[src/rtl/clk_rst_sequencer_if.sv]
// Board-side signals of the clock/reset sequencer: MMCM lock/reset,
// operator restart button and the derived-domain reset/status outputs.
interface clk_rst_sequencer_if;
  logic       locked;
  logic       SW;
  logic       mmcm_rst;
  logic [3:0] rst_out;
  logic       ready;
  logic       lock_err;
  logic [3:0] retry_cnt;

  modport master (
    input  locked, SW,
    output mmcm_rst, rst_out, ready, lock_err, retry_cnt
  );

  modport slave (
    output locked, SW,
    input  mmcm_rst, rst_out, ready, lock_err, retry_cnt
  );
endinterface

[src/rtl/clk_rst_sequencer.sv]
// MMCM reset/lock sequencer: qualifies lock, releases the four domain resets
// in staggered order, retries on timeout and restarts on the debounced button.
module clk_rst_sequencer #(
  parameter int unsigned MMCM_RST_CYCLES = 16,
  parameter int unsigned LOCK_TIMEOUT    = 65536,
  parameter int unsigned LOCK_STABLE     = 1024,
  parameter int unsigned STAGE_GAP       = 64,
  parameter int unsigned MAX_RETRY       = 3,
  parameter int unsigned SW_DEBOUNCE     = 100000
) (
  input  logic                CLK,
  input  logic                RST,
  clk_rst_sequencer_if.master bus
);

  localparam int unsigned CNT_MAX_A = (MMCM_RST_CYCLES > LOCK_TIMEOUT) ? MMCM_RST_CYCLES : LOCK_TIMEOUT;
  localparam int unsigned CNT_MAX_B = (LOCK_STABLE > STAGE_GAP) ? LOCK_STABLE : STAGE_GAP;
  localparam int unsigned CNT_MAX   = (CNT_MAX_A > CNT_MAX_B) ? CNT_MAX_A : CNT_MAX_B;
  localparam int          CNT_W     = $clog2(CNT_MAX + 1);
  localparam int          DB_W      = $clog2(SW_DEBOUNCE + 1);
  localparam logic [3:0]  ALL_RST   = 4'hF;

  typedef enum logic [2:0] {
    S_MMCM_RST,
    S_WAIT_LOCK,
    S_STABLE,
    S_RELEASE,
    S_RUN,
    S_FAIL
  } state_t;

  logic             locked_meta, locked_s;
  logic             sw_meta, sw_s;
  logic             sw_db;
  logic [DB_W-1:0]  db_cnt;
  logic             db_done, restart;

  state_t           state, state_n;
  logic [CNT_W-1:0] cnt, cnt_n;
  logic [1:0]       stage, stage_n;
  logic             mmcm_rst_q, mmcm_rst_n;
  logic [3:0]       rst_out_q, rst_out_n;
  logic             ready_q, ready_n;
  logic             lock_err_q, lock_err_n;
  logic [3:0]       retry_q, retry_n, retry_inc;

  function automatic logic [3:0] retry_sat_inc(input logic [3:0] v);
    if (v >= 4'(MAX_RETRY)) return 4'(MAX_RETRY);
    return v + 4'd1;
  endfunction

  // stage p0/p1: two-flop synchronizers for the asynchronous inputs
  always_ff @(posedge CLK) begin
    if (RST) begin
      locked_meta <= 1'b0;
      locked_s    <= 1'b0;
      sw_meta     <= 1'b0;
      sw_s        <= 1'b0;
    end else begin
      locked_meta <= bus.locked;
      locked_s    <= locked_meta;
      sw_meta     <= bus.SW;
      sw_s        <= sw_meta;
    end
  end

  // Debounced level follows sw_s only after it has held a new value long enough;
  // the restart fires on the same edge the debounced level rises.
  assign db_done = (sw_s != sw_db) && (db_cnt == DB_W'(SW_DEBOUNCE - 1));
  assign restart = db_done && sw_s;

  always_ff @(posedge CLK) begin
    if (RST) begin
      sw_db  <= 1'b0;
      db_cnt <= '0;
    end else if (sw_s == sw_db) begin
      db_cnt <= '0;
    end else if (db_done) begin
      sw_db  <= sw_s;
      db_cnt <= '0;
    end else begin
      db_cnt <= db_cnt + DB_W'(1);
    end
  end

  assign retry_inc = retry_sat_inc(retry_q);

  always_comb begin
    state_n    = state;
    cnt_n      = cnt;
    stage_n    = stage;
    mmcm_rst_n = mmcm_rst_q;
    rst_out_n  = rst_out_q;
    ready_n    = ready_q;
    lock_err_n = lock_err_q;
    retry_n    = retry_q;

    if (restart && (state != S_MMCM_RST)) begin
      state_n    = S_MMCM_RST;
      cnt_n      = CNT_W'(1);
      mmcm_rst_n = 1'b1;
      rst_out_n  = ALL_RST;
      ready_n    = 1'b0;
      lock_err_n = 1'b0;
      retry_n    = 4'd0;
    end else begin
      case (state)
        S_MMCM_RST: begin
          mmcm_rst_n = 1'b1;
          rst_out_n  = ALL_RST;
          if (cnt == CNT_W'(MMCM_RST_CYCLES)) begin
            state_n    = S_WAIT_LOCK;
            cnt_n      = '0;
            mmcm_rst_n = 1'b0;
          end else begin
            cnt_n = cnt + CNT_W'(1);
          end
        end
        S_WAIT_LOCK: begin
          if (locked_s) begin
            state_n = S_STABLE;
            cnt_n   = CNT_W'(1);
          end else if (cnt == CNT_W'(LOCK_TIMEOUT - 1)) begin
            retry_n    = retry_inc;
            mmcm_rst_n = 1'b1;
            if (retry_inc == 4'(MAX_RETRY)) begin
              state_n    = S_FAIL;
              lock_err_n = 1'b1;
            end else begin
              state_n = S_MMCM_RST;
              cnt_n   = CNT_W'(1);
            end
          end else begin
            cnt_n = cnt + CNT_W'(1);
          end
        end
        S_STABLE: begin
          if (!locked_s) begin
            state_n = S_WAIT_LOCK;
            cnt_n   = '0;
          end else if (cnt == CNT_W'(LOCK_STABLE)) begin
            state_n   = S_RELEASE;
            cnt_n     = '0;
            stage_n   = 2'd1;
            rst_out_n = 4'b1110;
          end else begin
            cnt_n = cnt + CNT_W'(1);
          end
        end
        S_RELEASE: begin
          if (!locked_s) begin
            state_n    = S_MMCM_RST;
            cnt_n      = CNT_W'(1);
            mmcm_rst_n = 1'b1;
            rst_out_n  = ALL_RST;
            ready_n    = 1'b0;
          end else if (cnt == CNT_W'(STAGE_GAP - 1)) begin
            cnt_n            = '0;
            rst_out_n[stage] = 1'b0;
            stage_n          = stage + 2'd1;
            if (stage == 2'd3) begin
              state_n = S_RUN;
              ready_n = 1'b1;
            end
          end else begin
            cnt_n = cnt + CNT_W'(1);
          end
        end
        S_RUN: begin
          if (!locked_s) begin
            state_n    = S_MMCM_RST;
            cnt_n      = CNT_W'(1);
            mmcm_rst_n = 1'b1;
            rst_out_n  = ALL_RST;
            ready_n    = 1'b0;
          end else begin
            retry_n = 4'd0;
          end
        end
        S_FAIL: begin
          mmcm_rst_n = 1'b1;
          rst_out_n  = ALL_RST;
          lock_err_n = 1'b1;
        end
        default: begin
          state_n    = S_MMCM_RST;
          cnt_n      = '0;
          mmcm_rst_n = 1'b1;
          rst_out_n  = ALL_RST;
          ready_n    = 1'b0;
        end
      endcase
    end
  end

  always_ff @(posedge CLK) begin
    if (RST) begin
      state      <= S_MMCM_RST;
      cnt        <= '0;
      stage      <= 2'd0;
      mmcm_rst_q <= 1'b1;
      rst_out_q  <= ALL_RST;
      ready_q    <= 1'b0;
      lock_err_q <= 1'b0;
      retry_q    <= 4'd0;
    end else begin
      state      <= state_n;
      cnt        <= cnt_n;
      stage      <= stage_n;
      mmcm_rst_q <= mmcm_rst_n;
      rst_out_q  <= rst_out_n;
      ready_q    <= ready_n;
      lock_err_q <= lock_err_n;
      retry_q    <= retry_n;
    end
  end

  assign bus.mmcm_rst  = mmcm_rst_q;
  assign bus.rst_out   = rst_out_q;
  assign bus.ready     = ready_q;
  assign bus.lock_err  = lock_err_q;
  assign bus.retry_cnt = retry_q;

endmodule

[src/flat_wrapper.sv]
// flat-port wrapper written by rule: the top's interface ports become plain ports
module clk_rst_sequencer_flat 
#(
  parameter int unsigned MMCM_RST_CYCLES = 16,
  parameter int unsigned LOCK_TIMEOUT    = 65536,
  parameter int unsigned LOCK_STABLE     = 1024,
  parameter int unsigned STAGE_GAP       = 64,
  parameter int unsigned MAX_RETRY       = 3,
  parameter int unsigned SW_DEBOUNCE     = 100000
)
  (CLK, RST, bus_locked, bus_SW, bus_mmcm_rst, bus_rst_out, bus_ready, bus_lock_err, bus_retry_cnt);
  clk_rst_sequencer_if bus_i ();
  input  logic CLK;
  input  logic RST;
  input wire logic [$bits(bus_i.locked)-1:0] bus_locked;
  input wire logic [$bits(bus_i.SW)-1:0] bus_SW;
  output wire logic [$bits(bus_i.mmcm_rst)-1:0] bus_mmcm_rst;
  output wire logic [$bits(bus_i.rst_out)-1:0] bus_rst_out;
  output wire logic [$bits(bus_i.ready)-1:0] bus_ready;
  output wire logic [$bits(bus_i.lock_err)-1:0] bus_lock_err;
  output wire logic [$bits(bus_i.retry_cnt)-1:0] bus_retry_cnt;
  assign bus_i.locked = bus_locked;
  assign bus_i.SW = bus_SW;
  assign bus_mmcm_rst = bus_i.mmcm_rst;
  assign bus_rst_out = bus_i.rst_out;
  assign bus_ready = bus_i.ready;
  assign bus_lock_err = bus_i.lock_err;
  assign bus_retry_cnt = bus_i.retry_cnt;
  clk_rst_sequencer #(.MMCM_RST_CYCLES(MMCM_RST_CYCLES), .LOCK_TIMEOUT(LOCK_TIMEOUT), .LOCK_STABLE(LOCK_STABLE), .STAGE_GAP(STAGE_GAP), .MAX_RETRY(MAX_RETRY), .SW_DEBOUNCE(SW_DEBOUNCE)) u_core (.CLK(CLK), .RST(RST), .bus(bus_i));
endmodule
[config.mk]
export PLATFORM = sky130hd
export DESIGN_NAME = clk_rst_sequencer_flat
export DESIGN_NICKNAME = d
export VERILOG_FILES = /design/src/rtl/clk_rst_sequencer_if.sv /design/src/rtl/clk_rst_sequencer.sv /design/src/flat_wrapper.sv
export SDC_FILE = /design/constraint.sdc
export NUM_CORES = 1
export LEC_CHECK = 0
export CORE_ASPECT_RATIO = 0.9
export CORE_MARGIN = 2
export CORE_UTILIZATION = 40
export DETAILED_ROUTE_END_ITERATION = 12
export PLACE_DENSITY_LB_ADDON = 0.25
export REMOVE_ABC_BUFFERS = 1
export SYNTH_ARGS = -nofsm -noshare
export SYNTH_HDL_FRONTEND = slang
export SYNTH_SLANG_ARGS = --single-unit
[constraint.sdc]
create_clock -name CLK -period 3.6 [get_ports CLK]
set_clock_uncertainty 0.15 [all_clocks]
set_input_delay 0.72 -clock CLK [delete_from_list [all_inputs] [get_ports CLK]]
set_output_delay 0.72 -clock CLK [all_outputs]
set_load 0.01 [all_outputs]
Yosys cells after proc, flatten, opt, wreduce, memory -nomap -nowiden
Cells that the tools add are included.

storage, ports and cells
  word-level logic and storage cells = 142
  register bits after elaboration = 55
  input bits = 4

operators by class
  order comparisons = 3
  bitwise gates (word level) = 8
  multiplexer cells = 56
  add/sub/neg operators = 4
  reductions and logical operators = 23
  equality and inequality tests = 33

operators by type and width
  kind                                              number
  2-to-1 mux 17 bit                                 9
  case mux 17 bit (6 select lines)                  1
  2-to-1 mux 4 bit                                  10
  adder 17 x 1 -> 17 bit (second input constant)    2
  2-to-1 mux 3 bit                                  10
  != test 2 x 1 -> 1 bit (second input constant)    9
  case mux 3 bit (6 select lines)                   1
  == test 17 x 11 -> 1 bit (second input constant)  1
  == test 17 x 16 -> 1 bit (second input constant)  1
  == test 17 bit (second input constant)            1
  == test 17 x 5 -> 1 bit (second input constant)   1
  == test 17 x 6 -> 1 bit (second input constant)   1
  case mux 4 bit (4 select lines)                   1
  AND reduction 4 bit                               4
  2-to-1 mux 1 bit                                  14
  != test 3 bit (second input constant)             4
  2-to-1 mux 2 bit                                  4
  case mux 4 bit (2 select lines)                   1
  AND reduction 7 bit                               1
  == test 3 x 2 -> 1 bit (second input constant)    2
  == test 3 bit (second input constant)             2
  != test 2 bit (second input constant)             3
  inverter 1 bit                                    6
  AND reduction 3 bit                               2
  other kinds (30)                                  36

Longest topological paths before layout
Gate-level depths: netlist (run 1).

  depth in word-level cells = 9
  gate-level depth with buffers = 15
  mapped depth without buffers = 13

Worst setup path after synthesis (run 1)
Ideal clock, no wire load.

  path kind = register -> register
  start point = register u_core.cnt[6]
  end point = register u_core.cnt[5]
  arrival time = 2.500 ns
  cell stages (with the launch flop) = 16
  setup slack = 0.835 ns
  clock period less this slack = 2.765 ns
  required time = 3.335 ns
  cells stage by stage = dfxtp_1 > buf_6 > and4_2 > and3_1 > and3_1 > and2_1 > nand3_1 > inv_1 > ha_1 > nand2b_1 > a21oi_1 > a21o_1 > clkbuf_2 > o31ai_4 > buf_6 > nor2_2

between the ends
  word-level cells in the longest chain between the ends = 4
  elaborated cells on any way between the ends = 14

RTL lines
  what                                             line                                                                          RTL
  start, declared                                  clk_rst_sequencer.sv:39                                                       logic [CNT_W-1:0] cnt, cnt_n;
  start signal, assigned                           clk_rst_sequencer.sv:208                                                      cnt <= cnt_n;
  == test 17 x 6 -> 1 bit (tied with other cells)  clk_rst_sequencer.sv:157                                                      end else if (cnt == CNT_W'(STAGE_GAP - 1)) begin
  2-to-1 mux 17 bit, on equally long branches      clk_rst_sequencer.sv:157, clk_rst_sequencer.sv:123, clk_rst_sequencer.sv:141
  2-to-1 mux 17 bit, on equally long branches      clk_rst_sequencer.sv:151, clk_rst_sequencer.sv:120, clk_rst_sequencer.sv:138
  case mux 17 bit (6 select lines)                 clk_rst_sequencer.sv:107                                                      case (state)

Several ways; a longest one is shown, not always the timed one.
A chain may end at the register's enable or synchronous reset.

Final worst setup path (run 1)
  start point = register u_core.cnt[6]
  end point = register u_core.cnt[16]

between the ends
  word-level cells in the longest chain between the ends = 4
  elaborated cells on any way between the ends = 15

RTL lines
  what                                            line
  adder 17 x 1 -> 17 bit (tied with other cells)  --
  2-to-1 mux 17 bit, on equally long branches     clk_rst_sequencer.sv:157, clk_rst_sequencer.sv:123, clk_rst_sequencer.sv:141
  2-to-1 mux 17 bit, on equally long branches     clk_rst_sequencer.sv:151, clk_rst_sequencer.sv:120, clk_rst_sequencer.sv:138
  case mux 17 bit (6 select lines)                clk_rst_sequencer.sv:107

Several ways; a longest one is shown, not always the timed one.

==> run_results.csv, run 1 <==
group,metric,value,unit
status,status,"completed",
die,initial_core_util,40.7,%
critical_path,critPathSlowestCell,"dfxtp_1",
synthesis,yosysWarnings,0,
critical_path,critPathTopFamily,"simple AND/OR/NAND/NOR gates",
pwr,p_leak,1.11,nW
synthesis,synth_area_leaders,"dfxtp_1, nor2_1, xor2_1, ha_1, nand3_1",
critical_path,critical_path.most_common_cell,"and3_1",
synthesis,synth_common_cells,"dfxtp_1, nor2_1, nand2_1, nand3_1, xor2_1",
clocking,cts-root-buf,"clkbuf_8",
routing,drt_wl_total,6230,um
timing,clock.fmax,0.317,GHz
finish,diodes,0,
synthesis,synth_edf_count,0,
synthesis,synth_area,3030,sq um
global_routing,overflow,0,
synthesis,async_flop_share,0,%
clocking,cts_max_path_buffers,2,
clocking,hold_buffers,0,
clocking,postCtsSetupRepairBufs,0,
die,dieArea,8280,sq um
clocking,clkTransAtPathRegs,0.11,ns
die,placementRows,30,
min_path,min_path_type,"register to register",
timing,fin_tns_setup,0,ns
clocking,cts_tree,"built",
timing,timing.final.crit_share,87.5,%
finish,fin_nets,381,
run,drv_cap,0,
timing,fin_crit,3.15,ns
die,design.core.area,7430,sq um
timing,relSlewSlack,63.7,%
synthesis,synth_cell_type_count,61,
pwr,ir_drop,0.175,mV
synthesis,ys.flop_type,"dfxtp_1",
placement,gp_congestion,0.921,
timing,hold_slack,0.309,ns
synthesis,syn_inst,358,
global_routing,grt_usage,16.3,%
synthesis,synth_seq_area_share,36.4,%
timing,hold_viol_final,0,
global_routing,grt_pass1_vias,2266,
timing,setup_viol,0,
clocking,h-tree-depth,2,
routing,wl_per_cell,13.4,um
critical_path,cp.required,3.69,ns
routing,vias,2453,
die,ios,15,
critical_path,cp_max_fo,8,
synthesis,yosys.area.top_type,"dfxtp_1",
critical_path,cp_num_buf_inv,2,
finish,drive_above_1_share,10.3,%
routing,firstDrtPassIters,4,
clocking,numCtsBuffers,5,
clocking,clk_latency,0.32,ns
clocking,post_cts_resize_count,0,
critical_path,cp-start-kind,"register",
critical_path,path_class,"register to register",
synthesis,synth_seq_cells,55,
global_routing,antenna_found_initial,0,
critical_path,slowest_delay,0.50,ns
critical_path,path_cells,"and4_2 > and3_1 > and3_1 > and2_1 > nand3_1 > inv_1 > ha_1 > nand2b_1 > a21oi_1 > a21o_1 > buf_4 > a32oi_1 > a211oi_1",
placement,post-dp-hpwl,4620,um
timing,grt_setup_unrepaired,"no",
synthesis,syn_avg_cell_area,8.45,sq um
finish,design_area,3340,sq um
synthesis,yosysMostFrequentCell,"dfxtp_1",
global_routing,grt_pass1_wl,10600,um
finish,syn2layout_area_growth,10.4,%
critical_path,crit_arrival,3.24,ns
global_routing,grt_max_degree,19,
routing,via_per_inst,5.29,
die,fp.dieH,86.5,um
timing,drv_slew,0,
critical_path,end_kind,"register",
placement,io_buffers,14,
pwr,p_per_area,329,nW/um^2
routing,ant_nets,0,
placement,dpl_cell_area,3220,sq um
routing,drc,0,
synthesis,synth_top_area_share,36.4,%
clocking,cts_sinks,55,
timing,worst_pin_slew,0.544,ns
routing,dr.first_iter.drc_count,130,
die,die_x,95.7,um
cell usage in the layout, fill, tap and decap left out, types with 3 or more instances in the layout:
master           netlist  routed
nor2_2                10      10
buf_4                  1       4
nor3_1                11      11
nand4_1                7       7
dfxtp_1               55      55
nor2_1                43      43
a211oi_1               3       3
and2_1                 5       5
xor2_1                17      17
nand3_1               20      20
clkbuf_8               0       5
nand2b_1              14      14
and4_1                 4       4
a31oi_1                5       5
inv_1                 14      14
and3_1                 5       5
xnor2_1               10      10
clkdlybuf4s50_1        0      14
nor2b_1                6       6
ha_1                  10      10
nand2_1               25      25
a21oi_1               15      15
a21o_1                 4       4
o21ai_0               13      13
cell families after synthesis:
group	after synthesis	synth area share [%]
compound gates	61	13.9
flops	55	36.4
mux	2	0.662
xor+xnor	27	7.82
simple gates	173	32.4
buf+inv	30	4.76
fa+ha+maj	10	4.14
per-stage QoR:
| stage | total power, mW | cells | setup slack [ns] | utilization (%) |
|---|---|---|---|---|
| after CTS | 1.11 | 464 | 0.454 | 44.9 |
| after global placement | 0.677 | 456 | 0.596 | 43.4 |
| after floorplan | 0.661 | 342 | 0.726 | - |
| after detailed placement | 0.677 | 456 | 0.479 | 43.4 |
| final | 1.10 | 464 | 0.450 | 44.9 |
| after global routing | 1.14 | 464 | 0.0944 | 44.9 |
report_power, final:
part	total (mW)	switching (mW)	internal [mW]	leakage (nW)
Combinational	0.0421	0.0247	0.0174	0.611
Sequential	0.621	0.00806	0.613	0.445
Clock	0.434	0.223	0.211	0.0587
final cells by class:
cell class / instances / area [sq um]
fillers: 744 / 4090
multi-input cells: 273 / 1780
flip-flops and latches: 55 / 1100
repair buffers: 18 / 170
well taps: 96 / 120
clock buffers: 5 / 68.8
inverters: 14 / 52.6
clock inverters: 3 / 47.5
final timing paths:
path	from	to	slack [ns]	cells after the start
worst min-delay path	u_core.sw_meta$_SDFF_PP0_	u_core.sw_s$_SDFF_PP0_	0.31	1
worst max-delay path	u_core.cnt[6]$_SDFFE_PP0P_	u_core.cnt[16]$_SDFFE_PP0P_	0.45	13
worst max register to register	u_core.cnt[6]$_SDFFE_PP0P_	u_core.cnt[16]$_SDFFE_PP0P_	0.45	13
worst min register to register	u_core.sw_meta$_SDFF_PP0_	u_core.sw_s$_SDFF_PP0_	0.31	1
flip-flops by register name, indices dropped and copies added (netlist names):
| signal | count |
|---|---|
| u_core.bus.lock_err | 1 |
| u_core.bus.mmcm_rst | 1 |
| u_core.bus.ready | 1 |
| u_core.bus.retry_cnt | 4 |
| u_core.bus.rst_out | 4 |
| u_core.cnt | 17 |
| u_core.db_cnt | 17 |
| u_core.locked_meta | 1 |
| u_core.locked_s | 1 |
| u_core.stage | 2 |
| u_core.state | 3 |
| u_core.sw_db | 1 |
| u_core.sw_meta | 1 |
| u_core.sw_s | 1 |
layer usage:
metal	global-route usage, %	part of all wire [%]	vias to the layer above
met1	22.1	50	1139
met3	3.48	3.4	8
met4	7.14	1.7	0
met5	0	0	-
li1	-	-	1266
met2	25.0	45	40
(Power assumes the default switching activity.)
==> run 2, diff against run 1 <==
- CORE_MARGIN: 2 -> unset
- PLACE_DENSITY_LB_ADDON: 0.25 -> 0.2
==> run 2 against run 1 <==
  * Combinational power hardly changed
  * Global-route usage is 0.71 points higher
  * Largest cell class unchanged
  * Wire length is 1.6% lower
  * First-iteration DRC count is 28% lower
  * Largest power group unchanged
  * Via count is 0.86% lower
  * Non-clock buffer count stayed put
  * Highest routed layer unchanged
  * Flip-flop and latch count stayed put
  * Register-to-register slack worse by 0.06 ns
  * Critical path depth is 1 higher
  * Die area is 4.4% lower
  * Core utilization is 1.1 points higher
  * Cell count is 0.65% lower
==> run_results.csv, run 2 (synthesized netlist as in run 1, its figures left out) <==
group,metric,value,unit
clocking,hold_buffers,0,
critical_path,r2r_cells,14,
clocking,clkTransAtPathRegs,0.11,ns
global_routing,overflow,0,
global_routing,antenna_found_initial,0,
routing,via_per_inst,5.28,
min_path,hold_path_depth,1,
critical_path,critical_path.most_common_cell,"and3_1",
routing,firstDrtPassIters,4,
run,drv_cap,0,
finish,mostFrequentLayoutCell,"dfxtp_1",
timing,hold_viol_final,0,
clocking,cts_tree,"built",
routing,vias,2432,
timing,setup_viol,0,
timing,relSlewSlack,60.9,%
timing,drv_slew,0,
timing,fin_crit,3.21,ns
global_routing,grt_pass1_vias,2342,
die,die_x,93.7,um
finish,design_area,3310,sq um
finish,layout_common_cells,"dfxtp_1, nor2_1, nand2_1, nand3_1, xor2_1",
critical_path,path_cells,"and4_2 > and3_1 > and3_1 > and2_1 > nand3_1 > inv_1 > ha_1 > nand2b_1 > a21oi_1 > a21o_1 > buf_4 > nor3_1 > xnor2_1 > nor2_2",
finish,fin_nets,381,
finish,biggestRegsByFlops,"u_core.cnt x17, u_core.db_cnt x17",
placement,post-dp-hpwl,4470,um
global_routing,grt_max_degree,18,
timing,clock.fmax,0.311,GHz
critical_path,critPathSlowestCell,"dfxtp_1",
routing,drt_wl_total,6130,um
min_path,min_path_type,"register to register",
routing,ant_nets,0,
finish,diodes,0,
pwr,ir_drop,0.143,mV
clocking,cts_max_path_buffers,2,
clocking,cts-root-buf,"clkbuf_8",
critical_path,crit_arrival,3.26,ns
die,initial_core_util,42.1,%
timing,hold_slack,0.298,ns
die,dieArea,7920,sq um
status,status,"completed",
finish,drive_above_1_share,10.1,%
clocking,h-tree-depth,2,
critical_path,cp.required,3.65,ns
routing,wl_per_cell,13.3,um
timing,timing.final.crit_share,89.2,%
routing,drc,0,
finish,final_util,46.1,%
critical_path,end_kind,"register",
die,fp.dieH,84.5,um
placement,dpl_cell_area,3220,sq um
timing,worst_pin_slew,0.587,ns
clocking,numCtsBuffers,5,
timing,grt_setup_unrepaired,"no",
global_routing,grt_usage,17.0,%
clocking,cts_sinks,55,
die,placementRows,29,
pwr,p_per_area,307,nW/um^2
global_routing,grt_pass1_wl,11000,um
critical_path,slowest_delay,0.50,ns
clocking,postCtsSetupRepairBufs,0,
critical_path,path_class,"register to register",
clocking,post_cts_resize_count,0,
routing,dr.first_iter.drc_count,93,
placement,io_buffers,14,
die,ios,15,
placement,gp_congestion,0.848,
timing,fin_tns_setup,0,ns
die,design.core.area,7180,sq um
clocking,clk_latency,0.31,ns
critical_path,cp-start-kind,"register",
critical_path,cp_max_fo,8,
finish,syn2layout_area_growth,9.39,%
critical_path,rrSetupSlack,0.39,ns
pwr,p_leak,1.10,nW
[run 2: final cells by class]
class	instances	area [sq um]
clock buffers	6	72.6
clock inverters	2	16.3
fillers	725	3870
inverters	14	52.6
multi-input cells	273	1780
flip-flops and latches	55	1100
well taps	93	116
repair buffers	18	170
[run 2: worst paths after layout]
| check | to | start |
|---|---|---|
| max | u_core.cnt[8]$_SDFFE_PP0P_ | u_core.cnt[6]$_SDFFE_PP0P_ |
| min | u_core.locked_s$_SDFF_PP0_ | u_core.locked_meta$_SDFF_PP0_ |
| max reg2reg | u_core.cnt[8]$_SDFFE_PP0P_ | u_core.cnt[6]$_SDFFE_PP0P_ |
| min reg2reg | u_core.locked_s$_SDFF_PP0_ | u_core.locked_meta$_SDFF_PP0_ |
[run 2: per-stage QoR]
stage	setup WS [ns]	total power [mW]	cells
floorplan	0.726	0.661	342
CTS	0.392	1.03	461
detailed placement	0.447	0.677	453
global placement	0.563	0.677	453
global route	0.140	1.06	461
finish	0.387	1.01	461
[run 2: per-layer routing]
metal,track usage (%),share of wire [%],up-vias
met5,0,0,-
met4,4.76,0.96,0
met3,3.35,3.0,4
met2,27.4,45,41
met1,23.1,52,1119
li1,-,-,1268
[run 2: power by group]
part	total (mW)	switching, mW	internal, mW
clock network	0.351	0.211	0.140
logic	0.0419	0.0245	0.0174
registers	0.622	0.00821	0.613
[run 2: critical path, delay by kind of cell (launching register included)]
family	cells	cell delay (ns)
simple gates	8	1.12
flops	1	0.50
xor+xnor	1	0.17
compound gates	2	0.61
buf+inv	2	0.27
fa+ha+maj	1	0.29
==> RTL edit 1: new RTL, config.mk and constraints of run 2 <==
Compare `db_cnt` against `DB_W'(SW_DEBOUNCE - 1)` with >= in place of ==.
--- a/src/rtl/clk_rst_sequencer.sv
+++ b/src/rtl/clk_rst_sequencer.sv
@@ -68,3 +68,3 @@
   // the restart fires on the same edge the debounced level rises.
-  assign db_done = (sw_s != sw_db) && (db_cnt == DB_W'(SW_DEBOUNCE - 1));
+  assign db_done = (sw_s != sw_db) && (db_cnt >= DB_W'(SW_DEBOUNCE - 1));
   assign restart = db_done && sw_s;
Check against the original RTL: same outputs for any inputs over 10 cycles, from zero or initial values and one cycle with RST high; that may be too few to reach the edited logic, so the function may still have changed.
==> RTL edit 1 against run 2 <==
Power increased by 2.4%; sequential cell count unchanged; largest power group unchanged; area after synthesis increased by 0.33%; design area increased by 2.6%; synthesized cell count increased by 3.9%; critical endpoint is now u_core.cnt[3]; setup slack improved by 0.076 ns; routed wire length increased by 13%; fmax increased by 2.4%; clock power increased by 9.1%.
==> RTL edit 1: results (changes against run 2) <==
r2r_setup_slack_ns: 0.46  # +0.08 ns
ir_worst_vdd_v: 0.0001924  # +35%
drt_iter0_drc: 158  # +70%
grt_usage_pct: 18.34  # +1.3 points
place_inst: 471  # +4.0%
r2r_cells: 12  # -2
synth_compound_area_share_pct: 19.95  # +6.1 points
nets: 399  # +4.7%
status: "completed"
fill_cells: 729  # +0.55%
fin_area_um2: 3395  # +2.6%
highest_layer: "met4"
cp-startpoint: "u_core.cnt[0]"
buffer_area_share_pct: 5.676  # +0.53 points
multi_input_comb_cells: 292  # +7.0%
hold_slack_ns: 0.3038  # +0.005862 ns
clock_cell_area_share_pct: 3.022  # +0.34 points
fmax_mhz: 318.8  # +2.4%
clock_buffers: 5  # -1
synthMuxAreaShare_pct: 0.9893  # +0.33 points
wl_met2_um: 2934  # +7.5%
place_ws_ns: 0.2567  # -0.1907 ns
cp.arrival_ns: 3.25  # about the same
synthTopCellsByCount: "dfxtp_1 (55), nand2_1 (39), nor2_1 (39)"
grt_first_pass_wirelength_um: 11710  # +6.9%
insertion_delay_ns: 0.32
synth.distinct_cells: 59  # -3.3%
leakage_nw: 1.184  # +7.9%
multi_input_area_share_pct: 54.33  # +0.53 points
wl_met3_um: 306  # +67%
yosys-top-cells-area: "dfxtp_1 (36%), nand2_1 (4.8%), nor2_1 (4.8%), ha_1 (4.1%), a21oi_1 (3.5%)"
inverters_excl_clock: 10  # -4
avgRoutedWirePerCell_um: 14.43  # +8.5%
n_all_buffers: 21  # +3
dp_hpwl_um: 4934  # +10%
synthXorXnorAreaFrac_pct: 4.617  # -3.2 points
placed_area_um2: 3283  # +1.9%
grt_pass1_vias: 2439  # +4.1%
max_stage_delay_ns: 0.43  # -0.07 ns
slew_headroom_pct: 52.60  # -8.3 points
switchingPower_w: 0.0002620  # +7.6%
gp_congestion: 0.8322  # -1.9%
syn_area_per_cell_um2: 8.160  # -3.4%
synth-adder-area-share_pct: 4.122  # -0.014 points
seq_cells: 55  # unchanged
vias: 2686  # +10%
endpoint: "u_core.cnt[3]"
drive_gt1_share_pct: 7.772  # -2.3 points
wirelength_um: 6913  # +13%
hp-start: "u_core.locked_meta"
ctsResizeCount: 0  # unchanged
wl_met1_um: 3594  # +14%
[RTL edit 1: cell types whose count changed after synthesis, moves of 5 or more]
cell,change
nor4_1,+5
nor2_2,-10
xnor2_1,-5
nor2b_1,+5
a21oi_1,+6
nand2b_1,-10
o21ai_0,+6
and3_1,+6
or3_1,+8
nand2_1,+14
xor2_1,-6
[RTL edit 1: power groups by stage]
| stage | Combinational [W] | Sequential, W | Clock, W |
|---|---|---|---|
| finish | 0.0000361 | 0.000620 | 0.000383 |
| global route | 0.0000401 | 0.000622 | 0.000423 |
| CTS | 0.0000360 | 0.000620 | 0.000396 |
| detailed placement | 0.0000359 | 0.000634 | 0 |
| global placement | 0.0000355 | 0.000634 | 0 |
| floorplan | 0.0000213 | 0.000632 | 0 |
[RTL edit 1: metal layers]
| metal | vias to the layer above | global-route usage, % |
|---|---|---|
| met5 | - | 0 |
| met4 | 0 | 4.895 |
| met3 | 7 | 3.986 |
| met2 | 58 | 27.80 |
| met1 | 1246 | 26.10 |
| li1 | 1375 | - |
==> RTL edit 2: new RTL, config.mk and constraints of run 2 <==
Without the edit above. `STAGE_GAP` is set to 64 in 2 places; all go to 32.
--- a/src/rtl/clk_rst_sequencer.sv
+++ b/src/rtl/clk_rst_sequencer.sv
@@ -6,3 +6,3 @@
   parameter int unsigned LOCK_STABLE     = 1024,
-  parameter int unsigned STAGE_GAP       = 64,
+  parameter int unsigned STAGE_GAP       = 32,
   parameter int unsigned MAX_RETRY       = 3,
--- a/src/flat_wrapper.sv
+++ b/src/flat_wrapper.sv
@@ -6,3 +6,3 @@
   parameter int unsigned LOCK_STABLE     = 1024,
-  parameter int unsigned STAGE_GAP       = 64,
+  parameter int unsigned STAGE_GAP       = 32,
   parameter int unsigned MAX_RETRY       = 3,
Check against the original RTL: no difference found for any inputs over 10 cycles, from zero or initial values and one cycle with RST high; that may be too few to reach the edited logic, so the function may still have changed.
==> RTL edit 2 against run 2 <==
Area after synthesis down 3.6%; setup slack better by 0.086 ns; design area down 2.4%; highest routed layer unchanged; via count up 2.3%; sequential cell count unchanged; routed wire length down 2.3%; worst hold slack worse by 0.0010 ns; critical endpoint is now u_core.cnt[7]; critical path depth down 2.
Power is not compared: it rests on default switching activity, and its combinational part moved more than twofold at a synthesized area within 25%.
==> RTL edit 2: results (changes against run 2) <==
grt_antenna_before_repair: 0  # unchanged
slew_headroom_pct: 53.58  # -7.3 points
grtUsageMet1_pct: 24.26  # +1.1 points
fill_cells: 733  # +1.1%
met3_usage_pct: 3.297  # -0.055 points
grt_first_pass_wirelength_um: 10670  # -2.6%
synth-seq-area-share_pct: 37.77  # +1.4 points
grt_pass1_vias: 2311  # -1.3%
synthTopCellsByCount: "dfxtp_1 (55), nor2_1 (52), nand2_1 (22)"
path_clk_slew_ns: 0.10
yosys-top-cells-area: "dfxtp_1 (38%), nor2_1 (6.7%), xor2_1 (4.5%), ha_1 (4.3%), a21oi_1 (3.1%)"
grt_max_degree: 19  # +1
wl_met1_um: 3153  # -0.16%
cp.arrival_ns: 3.21  # -0.05 ns
vias: 2489  # +2.3%
status: "completed"
grt_use_met2_pct: 25.98  # -1.4 points
drive_gt1_share_pct: 6.522  # -3.5 points
cp_max_fo: 7  # -1
dp_hpwl_um: 4458  # -0.26%
avgRoutedWirePerCell_um: 12.99  # -2.3%
crit_slowest_cell: "o2111ai_1"
wl_met3_um: 242  # +32%
wl_met2_um: 2542  # -6.9%
gp_congestion: 0.9004  # +6.2%
grt_usage_pct: 17.05  # +0.023 points
place_ws_ns: 0.5457  # +0.09831 ns
-- RTL edit 2: cell types whose count changed after synthesis, moves of 3 or more --
cell             run 2  this run
nand2b_1            14         5
or4_1                0         4
inv_1               14        17
o31ai_1              0         3
and4_1               4         1
nor2_2              10         1
a21oi_1             15        18
o21ai_1              2         9
nand2_1             25        22
nor2_1              43        52
or3_1                1         8
-- RTL edit 2: cell families after synthesis --
group / share of synthesized area [%]
and+or+nand+nor: 29.53
AOI/OAI and AO/OA: 16.22
DFF: 37.77
buffers and inverters: 4.335
xor gates and xnor gates: 7.511
adders and majority gates: 4.292
muxes: 0.3434
-- RTL edit 2: through the flow --
stage | hold WS [ns] | cells | util (%)
2_1_floorplan | 0.2638 | 342 | -
3_3_place_gp | 0.2756 | 453 | 44.60
3_5_place_dp | 0.2739 | 453 | 44.60
4_1_cts | 0.2998 | 461 | 45.89
5_1_grt | 0.3119 | 461 | 45.89
6_report | 0.2970 | 461 | 45.89
-- RTL edit 2: cell type report --
type | instances | area, um^2 | share of cell area [%]
Sequential cell | 55 | 1101 | 34.08
Inverter | 17 | 63.81 | 1.975
Tap cell | 93 | 116.4 | 3.602
Clock buffer | 5 | 68.82 | 2.130
Clock inverter | 3 | 22.52 | 0.6971
Timing Repair Buffer | 18 | 170.2 | 5.267
Multi-Input combinational cell | 270 | 1688 | 52.25
-- RTL edit 2: final timing paths --
path	startpoint	to	slack [ns]	depth (start not counted)
worst min register to register	u_core.sw_meta	u_core.sw_s	0.30	1
worst max register to register	u_core.cnt[8]	u_core.cnt[7]	0.47	12
worst min-delay path	u_core.sw_meta	u_core.sw_s	0.30	1
worst max-delay path	u_core.cnt[8]	u_core.cnt[7]	0.47	12
